## src/rtl/fetch_pkg.sv

```systemverilog
// fetch_pkg: shared types and constants for the instruction-fetch stage
package fetch_pkg;
  localparam logic [31:0] NOP_INSTR = 32'h0000_0013;
  typedef struct packed {
    logic [31:0] instr;
    logic [31:0] pc_plus4;
  } fetch_entry_t;
  function automatic int cnt_w(input int depth);
    return $clog2(depth) + 1;
  endfunction
endpackage

```

## src/rtl/fetch_fifo.sv

```systemverilog
// fetch_fifo: small synchronous FIFO of fetched {instr, pc_plus4} entries
module fetch_fifo
  import fetch_pkg::*;
#(
  parameter int DEPTH = 2,
  parameter int CNT_W = cnt_w(DEPTH)
) (
  input  logic             clk,
  input  logic             reset,
  input  logic             clear,
  input  logic             push,
  input  logic             pop,
  input  fetch_entry_t     din,
  output fetch_entry_t     dout,
  output logic [CNT_W-1:0] count
);
  localparam int AW = $clog2(DEPTH);
  fetch_entry_t   r_mem [DEPTH];
  logic [AW-1:0]  r_rd, r_wr;
  logic [CNT_W-1:0] r_cnt;
  logic w_pop, w_push;
  assign w_pop  = pop & (r_cnt != '0);
  assign w_push = push & ((r_cnt < CNT_W'(DEPTH)) | w_pop);
  assign dout   = r_mem[r_rd];
  assign count  = r_cnt;
  // pointer/count update; clear wins over push and pop
  always_ff @(posedge clk) begin
    if (!reset || clear) begin
      r_rd  <= '0;
      r_wr  <= '0;
      r_cnt <= '0;
    end else begin
      if (w_push) begin
        r_mem[r_wr] <= din;
        r_wr        <= r_wr + 1'b1;
      end
      if (w_pop) r_rd <= r_rd + 1'b1;
      r_cnt <= r_cnt + CNT_W'(w_push) - CNT_W'(w_pop);
    end
  end
endmodule

```

## src/rtl/fetch_unit.sv

```systemverilog
// fetch_unit: RV32 fetch stage with credit-limited imem requests and redirect flush
module fetch_unit
  import fetch_pkg::*;
#(
  parameter logic [31:0] RESET_PC   = 32'h0000_0000,
  parameter int          FIFO_DEPTH = 2
) (
  input  logic        clk,
  input  logic        reset,
  input  logic        StallF,
  input  logic        PCSrcE,
  input  logic [31:0] PCTargetE,
  output logic        imem_req,
  output logic [31:0] imem_addr,
  input  logic        imem_gnt,
  input  logic        imem_rvalid,
  input  logic [31:0] imem_rdata,
  output logic [31:0] InstrF,
  output logic [31:0] PCPlus4F,
  output logic        ValidF
);
  localparam int CW = cnt_w(FIFO_DEPTH);
  logic [31:0]   r_pc, r_resp_pc, w_target;
  logic [CW-1:0] r_outst, r_drop, w_cnt, w_left;
  logic [CW:0]   w_used;
  logic          w_issue, w_push, w_pop;
  fetch_entry_t  w_din, w_head;
  assign w_target  = {PCTargetE[31:2], 2'b00};
  assign w_used    = {1'b0, r_outst} + {1'b0, w_cnt};
  assign imem_req  = reset & ~PCSrcE & (w_used < (CW+1)'(FIFO_DEPTH));
  assign imem_addr = r_pc;
  assign w_issue   = imem_req & imem_gnt;
  assign w_left    = r_outst - CW'(imem_rvalid);
  assign ValidF    = w_cnt != '0;
  assign w_push    = imem_rvalid & (r_drop == '0) & ~PCSrcE;
  assign w_pop     = ValidF & ~StallF & ~PCSrcE;
  assign w_din     = '{instr: imem_rdata, pc_plus4: r_resp_pc + 32'd4};
  assign InstrF    = ValidF ? w_head.instr : NOP_INSTR;
  assign PCPlus4F  = ValidF ? w_head.pc_plus4 : 32'h0;
  fetch_fifo #(.DEPTH(FIFO_DEPTH), .CNT_W(CW)) u_fifo (
    .clk   (clk),
    .reset (reset),
    .clear (PCSrcE),
    .push  (w_push),
    .pop   (w_pop),
    .din   (w_din),
    .dout  (w_head),
    .count (w_cnt)
  );
  // fetch/response address tracking; a redirect marks every in-flight word as wrong-path
  always_ff @(posedge clk) begin
    if (!reset) begin
      r_pc      <= RESET_PC;
      r_resp_pc <= RESET_PC;
      r_outst   <= '0;
      r_drop    <= '0;
    end else if (PCSrcE) begin
      r_pc      <= w_target;
      r_resp_pc <= w_target;
      r_outst   <= w_left;
      r_drop    <= w_left;
    end else begin
      if (w_issue) r_pc <= r_pc + 32'd4;
      r_outst <= w_left + CW'(w_issue);
      if (imem_rvalid && r_drop != '0) r_drop <= r_drop - 1'b1;
      if (imem_rvalid && r_drop == '0) r_resp_pc <= r_resp_pc + 32'd4;
    end
  end
endmodule

```

## config.mk

```make
export PLATFORM = sky130hd
export DESIGN_NAME = fetch_unit
export DESIGN_NICKNAME = d
export VERILOG_FILES = /design/src/rtl/fetch_pkg.sv /design/src/rtl/fetch_fifo.sv /design/src/rtl/fetch_unit.sv
export SDC_FILE = /design/constraint.sdc
export NUM_CORES = 1
export LEC_CHECK = 0
export CORE_MARGIN = 2
export CORE_UTILIZATION = 50
export CTS_CLUSTER_DIAMETER = 50
export DETAILED_ROUTE_END_ITERATION = 6
export PLACE_DENSITY = 0.84
export RECOVER_POWER = 100
export SLEW_MARGIN = 20
export SYNTH_ARGS = -nofsm -noshare
export SYNTH_HDL_FRONTEND = slang
export SYNTH_SLANG_ARGS = --single-unit
```

## constraint.sdc

```tcl
create_clock -name clk -period 5.99 [get_ports clk]
set_input_delay 0.599 -clock clk [delete_from_list [all_inputs] [get_ports clk]]
set_output_delay 0.599 -clock clk [all_outputs]
set_load 0.01 [all_outputs]
```

==> Yosys cells after proc, flatten, opt, wreduce, memory -nomap -nowiden <==
Memories as Yosys holds them, arrays and structs flattened. A register that Yosys moved wholly into a read port is not among the register bits.
Index checks and enable logic that the tools add are counted.
{ "op_classes": {"eq_ne": 0, "div_mod_pow": 0, "n_mux": 14, "n_reduce_logical": 11, "bitwise": 13, "n_lt_le_gt_ge": 2, "multipliers": 0, "n_shift": 0, "n_addsub": 10} }
{ "ops": {"columns": ["cell", "n"], "rows": [
  ["2-to-1 mux 32 bit", 6],
  ["adder 32 x 3 -> 32 bit, second input constant", 2],
  ["nonzero test 2 bit", 5],
  ["AND 1 bit", 9],
  ["2-to-1 mux 2 bit", 3],
  ["2-to-1 mux 1 bit", 5],
  ["adder 2 x 1 -> 2 bit", 2],
  ["subtractor 2 x 1 -> 2 bit", 2],
  ["adder 2 x 2 -> 3 bit", 1],
  ["< comparator 3 x 2 -> 1 bit, second input constant", 1],
  ["inverter 1 bit", 3],
  ["adder 1 bit, second input constant", 2],
  ["logical AND 1 bit", 2],
  ["logical NOT 2 bit", 1],
  ["< comparator 2 bit, second input constant", 1],
  ["OR reduction 2 bit", 1],
  ["subtractor 2 x 1 -> 2 bit, second input constant", 1],
  ["logical NOT 1 bit", 1],
  ["logical OR 1 bit", 1],
  ["OR 1 bit", 1]
]} }
{ "word_totals": {"output_inout_bits": 98, "register_bits": 72, "ramBits": 128, "latch_bits": 0, "rom_bits": 0, "in_bits": 70, "memories": 1} }
{ "memory_table": {"columns": ["name", "depth", "word_bits", "rd", "rd_clocked_by_memory_dff", "wr", "line", "text"], "rows": [
  ["u_fifo.r_mem", 2, 64, 1, 1, 1, "fetch_fifo.sv:18", "fetch_entry_t r_mem [DEPTH];"]
]} }

==> Longest topological paths before layout <==
Gate-level depths: netlist of the first run.
{ "depth": {"ltp_word": 9, "ltp_mapped": 11, "mapped_depth_nobuf": 10} }

==> Cells and area by module <==
Synthesis of the first run repeated with hierarchy kept, for this count alone.
{ "unflattened": {"hier_cells": 782, "area_unflattened_um2": 9172.5} }
{ "modules_own_cells": {"columns": ["mod", "instances", "cells_each", "area_per_inst_um2"], "rows": [
  ["fetch_fifo", 1, 230, 4869.7],
  ["fetch_unit", 1, 552, 4302.9]
]} }

==> Worst setup path before layout of the first run <==
No wires, ideal clock.
{ "synth_timing": {"kind": "input -> register", "start": "in PCSrcE", "end": "mem u_fifo.r_mem[0][10] (netlist name) (enable)", "setup_slack_ps": 1198, "cell_stages": 8, "arrival_time_ps": 4310, "setup_ps": 482, "path_buffers": 3, "path_cell_list": "clkbuf_1 > inv_1 > clkbuf_1 > nand2_1 > clkbuf_1 > nor2_1 > nand2_1 > nor2_1"} }
{ "synth_between": {"elab_chain_len": 8, "elab_cells_between_ends": 10, "classes_between": "3 x mux; 6 x bitwise; 1 x reduce/logical"} }
{ "synth_rtl": {"columns": ["item", "line", "text"], "rows": [
  ["from (decl)", "fetch_unit.sv:11", "input logic PCSrcE,"],
  ["inverter 1 bit", "fetch_unit.sv:35, fetch_unit.sv:36", null],
  ["AND 1 bit", "fetch_unit.sv:36", "assign w_pop = ValidF & ~StallF & ~PCSrcE;"],
  ["AND 1 bit", "fetch_fifo.sv:22", "assign w_pop = pop & (r_cnt != '0);"],
  ["OR 1 bit", "fetch_fifo.sv:23", "assign w_push = push & ((r_cnt < CNT_W'(DEPTH)) | w_pop);"],
  ["AND 1 bit", "fetch_fifo.sv:23", null],
  ["2-to-1 mux 1 bit", "fetch_fifo.sv:33", "if (w_push) begin"],
  ["2-to-1 mux 1 bit *", "fetch_fifo.sv:28", "if (!reset || clear) begin"],
  ["2-to-1 mux 1 bit (implied by the code) *", "fetch_fifo.sv:34", "r_mem[r_wr] <= din;"],
  ["to (decl)", "fetch_fifo.sv:18", null]
]} }
Mark *: on every way between the ends. The rest lies on a longest branch, timed or not.

==> Final worst setup path of the first run <==
{ "layout_timing": {"start": "in reset", "end": "mem u_fifo.r_mem[1][19] (netlist name) (enable)"} }
{ "layout_between": {"elab_chain_len": 4} }
{ "layout_rtl": {"columns": ["item", "line", "text"], "rows": [
  ["from (decl)", "fetch_unit.sv:9", "input logic reset,"],
  ["logical NOT 1 bit", "fetch_fifo.sv:28", null],
  ["logical OR 1 bit", "fetch_fifo.sv:28", null],
  ["2-to-1 mux 1 bit", "fetch_fifo.sv:28", null],
  ["2-to-1 mux 1 bit (implied by the code)", "fetch_fifo.sv:34", null]
]} }
Every way passes these cells.

==> flow_summary.ini, run 1 <==
[placed_design]
dpl.hpwl_mm = 12.7
port_buffers = 161
gp_congestion = 0.893
place_area_mm2 = 0.0105

[worst_setup_path]
critPathMaxFanout = 37
r2r-end = u_fifo.r_mem[1][19]$_DFFE_PP_
cp.arrival_ps = 4440
startpoint = reset
start_kind = input port
max_stage_delay_ps = 1010
slowest_stage = clkbuf_1
cp_top_family = buffers and inverters
required_ps = 6070
cp-end-kind = flip-flop
critPathKind = input port to flip-flop
path_cells = clkdlybuf4s50_1 -> clkbuf_1 -> nand2_1 -> nor2_1 -> and3_2 -> buf_4
cp_num_buf_inv = 3
r2r_slack_ps = 2990
r2r-start = r_drop[0]$_SDFFE_PN0P_
endpoint = u_fifo.r_mem[1][19]$_DFFE_PP_
r2r_cells = 6
crit_cells = 6

[power_and_ir_drop]
leakagePower_uw = 0.00385
ir_drop_mv = 0.211
power.total_uw = 2880
powerDensity_mw_per_mm2 = 262

[logic_synthesis]
ys.warnings.count = 0
synth_cells = 779
synth_ff_type = edfxtp_1
ys_seq_elements = 193
ys_seq_area_share_pct = 58.3
syn_area_per_cell_um2 = 11.2
synthesis.area_mm2 = 0.00875
async_flop_share_pct = 0
synth_edf_count = 124
synthDistinctLibCells = 51

[sta]
report.final.slew_viol_count = 0
hold_ws_ps = 516
max_clock_freq_mhz = 229
layout_min_cycle_time_ps = 4370
setup_viol = 0
tightestPinTransition_ps = 1480
fin_skew_ps = 14.2
hold_viol = 0
setup_tns_ps = 0
rsz0062_at_grt = false
min_period_over_period_pct = 72.9
timing.slew.headroom_pct = 0.734

[floorplanning]
row_count = 48
die_h_um = 136
io_pins = 168
die_w_um = 136
dieArea_mm2 = 0.0186
start_util_pct = 50.9
coreArea_mm2 = 0.0172

[clocking]
htreeDepth = 4
cts_tree = done
clock_latency_ps = 430
cts_root_buf = clkbuf_16
postCtsSetupBuffers = 0
cts.path.max_buffers = 2
cts_hold_buf = 0
cts-resized-gates = 0
cts_sinks = 193
clk_pin_slew_ps = 60
cts_buffers = 17

[detailed_routing]
drt_wl_total_mm = 18.7
detail_route.vias_per_cell = 5.44
dr.first_iter.drc_count = 397
num_vias = 6296
drc_errors = 0
ant_nets = 0
firstDrtPassIters = 4
wire_per_inst_um = 16.1

[grt]
antenna_found_initial = 0
grt.overflow.total = 0
grt_usage_pct = 20.6
grt_pass1_vias = 5834
grt_max_degree = 83
grt_pass1_wl_mm = 29.7

[final_layout]
nNetsFinal = 998
drive_gt1_share_pct = 4.30
mostFrequentLayoutCells = edfxtp_1, dlygate4sd3_1, nor2_1
syn2layout_area_growth_pct = 25.7
final_cell_area_mm2 = 0.0110
layout_commonest_cell = edfxtp_1

[min_path]
hold_path.class = flip-flop to flip-flop

[run_status]
status = finished, violations left
violations = max-capacitance violations

[job]
drv_cap = 2
==> worst min-delay path, cell delays in order, from the launching register on <==
cell and delay, ps:
dfxtp_1 310, o21ai_0 90, a21oi_1 70
==> per-layer routing <==
metal / GRT usage [%] / part of all wire (%) / up-vias
met4: 8.74 / 1.9 / 0
met2: 31.4 / 46 / 259
met1: 28.6 / 45 / 2948
li1: - / - / 3062
met3: 4.62 / 7.6 / 27
met5: 0 / 0 / -
==> per-stage QoR <==
step	instances	worst slack (ps)	util [%]
after CTS	1155	2580	64.4
after global routing	1156	1210	64.0
after floorplan	782	1200	-
after detailed placement	1125	2150	61.2
after global placement	1125	2190	61.2
final	1157	1620	64.0
==> synthesized netlist by cell type, types with 18 or more instances <==
library cell | count | share of area [%]
nand2_1 | 43 | 1.8
nor2_1 | 94 | 4.0
nor3_1 | 18 | 1.0
dfxtp_1 | 69 | 16
a21oi_1 | 53 | 3.0
nand3_1 | 35 | 2.0
o21ai_0 | 35 | 2.0
mux2i_1 | 64 | 7.3
xnor2_1 | 46 | 4.6
edfxtp_1 | 124 | 43
xor2_1 | 33 | 3.3
nand4_1 | 21 | 1.5
clkbuf_1 | 37 | 1.6
==> sequential cells by signal, summed over array words and instances, names as in the netlist, named ones only <==
signal	count
u_fifo.r_wr	1
r_resp_pc	30
imem_addr	30
u_fifo.r_rd	1
r_outst	2
u_fifo.r_mem	124
r_drop	2
u_fifo.count	2
==> cell type report <==
cell class / instances / area [um2]
timing repair buffer: 169 / 1660
clock inverter: 12 / 120
multi-input combinational: 523 / 3330
antenna: 1 / 2.50
clock buffer: 18 / 429
inverter: 16 / 60.1
sequential: 193 / 5110
tap: 225 / 282
fill: 1355 / 6180
==> worst min path at each step <==
stage / start / end / depth (start not counted)
after detailed placement: u_fifo.r_rd$_SDFFE_PP0P_ / flip-flop / 2
after global routing: u_fifo.r_rd$_SDFFE_PP0P_ / flip-flop / 2
final: u_fifo.r_rd$_SDFFE_PP0P_ / flip-flop / 2
after CTS: u_fifo.r_rd$_SDFFE_PP0P_ / flip-flop / 2
after global placement: u_fifo.r_rd$_SDFFE_PP0P_ / flip-flop / 2
after floorplan: u_fifo.r_rd$_SDFFE_PP0P_ / flip-flop / 2
==> kinds of logic (layout without fill, tap and decap cells) <==
logic type / after synthesis / count (layout) / synth area share, %
AO/OA/AOI/OAI: 111 / 111 / 7.11
XOR/XNOR: 80 / 80 / 8.09
adder cells (fa/ha/maj): 8 / 8 / 1.23
buffers and inverters: 66 / 215 / 3.19
flip-flops: 193 / 193 / 58.3
multiplexers: 64 / 64 / 7.32
other: 1 / 5 / 0.0429
AND/OR/NAND/NOR: 256 / 256 / 14.7
==> power by group <==
| part | switching [uW] | internal (uW) |
|---|---|---|
| clock network | 459 | 603 |
| logic | 152 | 139 |
| registers | 52.5 | 1470 |
Power figures use the tool's default switching activity.
==> run 2, diff against run 1 <==
clock period = 4.5 ns   (was 5.99 ns; I/O delays follow)
==> flow_summary.ini, run 2 (synthesis gave the netlist of run 1 again) <==
[worst_setup_path]
required_ps = 4050
path_cells = nor2_1 -> buf_4 -> nor2_1 -> dlygate4sd3_1
critPathKind = flip-flop to output pin
critPathMaxFanout = 28
cp-end-kind = output pin
cp.arrival_ps = 3100
cpMostUsedCell = nor2_1
max_stage_delay_ps = 1110
cp_num_buf_inv = 2
slowest_stage = nor2_1
cp_top_family = simple AND/OR/NAND/NOR gates
start_kind = flip-flop

[detailed_routing]
wl_met2_mm = 9.00
firstDrtPassIters = 5
wire_per_inst_um = 16.4
drc_errors = 0
drt_wl_total_mm = 19.0
wl_met3_mm = 1.48
top_layer_used = met4
dr.first_iter.drc_count = 408
num_vias = 6344
wl_met1_mm = 8.09
ant_nets = 0
detail_route.vias_per_cell = 5.48

[sta]
layout_min_cycle_time_ps = 3550
setup_viol = 0
report.final.slew_viol_count = 126
hold_ws_ps = 517
min_period_over_period_pct = 78.8
setup_tns_ps = 0
rsz0062_at_grt = false
hold_viol = 0
fin_skew_ps = 12.2
timing.slew.headroom_pct = -6.73
tightestPinTransition_ps = 1600
max_clock_freq_mhz = 282

[clocking]
cts.path.max_buffers = 2
cts_root_buf = clkbuf_16
htreeDepth = 4
postCtsSetupBuffers = 0
cts_buffers = 17
cts_sinks = 193
cts-resized-gates = 0
clock_latency_ps = 430
cts_hold_buf = 0
cts_tree = done
clk_pin_slew_ps = 70

[floorplanning]
die_h_um = 136
dieArea_mm2 = 0.0186
io_pins = 168
row_count = 48
start_util_pct = 50.9
die_w_um = 136
coreArea_mm2 = 0.0172

[power_and_ir_drop]
leakagePower_uw = 0.00389
powerDensity_mw_per_mm2 = 348
ir_drop_mv = 0.266

[final_layout]
largest_reg_flops = 124
n_antenna_cell = 0
n_fill_cell = 1356
syn2layout_area_growth_pct = 25.7
layout_commonest_cell = edfxtp_1
drive_gt1_share_pct = 4.72
nNetsFinal = 998
mostFrequentLayoutCells = edfxtp_1, dlygate4sd3_1, nor2_1
regMostFlops = u_fifo.r_mem

[grt]
grt_usage_pct = 20.8
grt_max_degree = 83
grt_pass1_vias = 6042
grt.overflow.total = 0
grt_pass1_wl_mm = 30.1
antenna_found_initial = 0

[run_status]
violations = max-capacitance violations, max-slew violations
status = finished, violations left

[job]
drv_cap = 3

[placed_design]
gp_congestion = 0.868
port_buffers = 161
dpl.hpwl_mm = 12.8

[min_path]
hold_path.class = flip-flop to flip-flop
## run 2: cell count changes in the layout (fill, tap and decap cells not counted), sizes merged
cell / change
bufinv: -2
clkbuf: +6
clkdlybuf4s50: +1
clkinvlp: -5
diode: -1
dlygate4sd3: -1
inv: +3
## run 2: report_power, final
group	leakage, uW	switching [uW]	internal, uW
Sequential	0.00170	70.4	1960
Combinational	0.00190	203	184
Clock	0.000281	621	784
## run 2: final cells by class
type,count,area (um2),share of cell area (%)
Timing Repair Buffer,169,1660,15.1
Tap cell,225,282,2.56
Clock buffer,24,503,4.57
Sequential cell,193,5110,46.4
Inverter,16,60.1,0.546
Multi-Input combinational cell,523,3330,30.3
Clock inverter,8,48.8,0.444
## run 2: worst paths after layout
| check | startpoint | to | slack (ps) | cells after the start |
|---|---|---|---|---|
| min | u_fifo.r_rd$_SDFFE_PP0P_ | flip-flop | 520 | 2 |
| max | u_fifo.count[1]$_SDFF_PP0_ | InstrF[3] | 950 | 4 |
| max reg2reg | r_drop[0]$_SDFFE_PN0P_ | u_fifo.r_mem[0][40]$_DFFE_PP_ | 1260 | 7 |
| min reg2reg | u_fifo.r_rd$_SDFFE_PP0P_ | flip-flop | 520 | 2 |
## run 2: stage by stage
step / cell area [um2] / util (%) / std cells / worst slack [ps] / power [uW]
2_1_floorplan: 8760 / - / 782 / 883 / 2270
5_1_grt: 11000 / 64.0 / 1158 / 730 / 3970
6_report: 11000 / 64.0 / 1158 / 952 / 3820
3_3_place_gp: 10500 / 61.2 / 1126 / 1330 / 2460
3_5_place_dp: 10500 / 61.2 / 1126 / 1310 / 2480
4_1_cts: 11100 / 64.4 / 1158 / 1510 / 3870
## run 2: tightest hold or removal path: stages (launching register included)
cell and delay [ps]:
dfxtp_1 310, o21ai_0 90, a21oi_1 70
## run 2: routing by layer
metal / up-vias / GRT usage (%)
li1: 3081 / -
met1: 2958 / 27.8
met2: 270 / 33.8
met3: 35 / 4.21
met4: 0 / 7.58
met5: - / 0
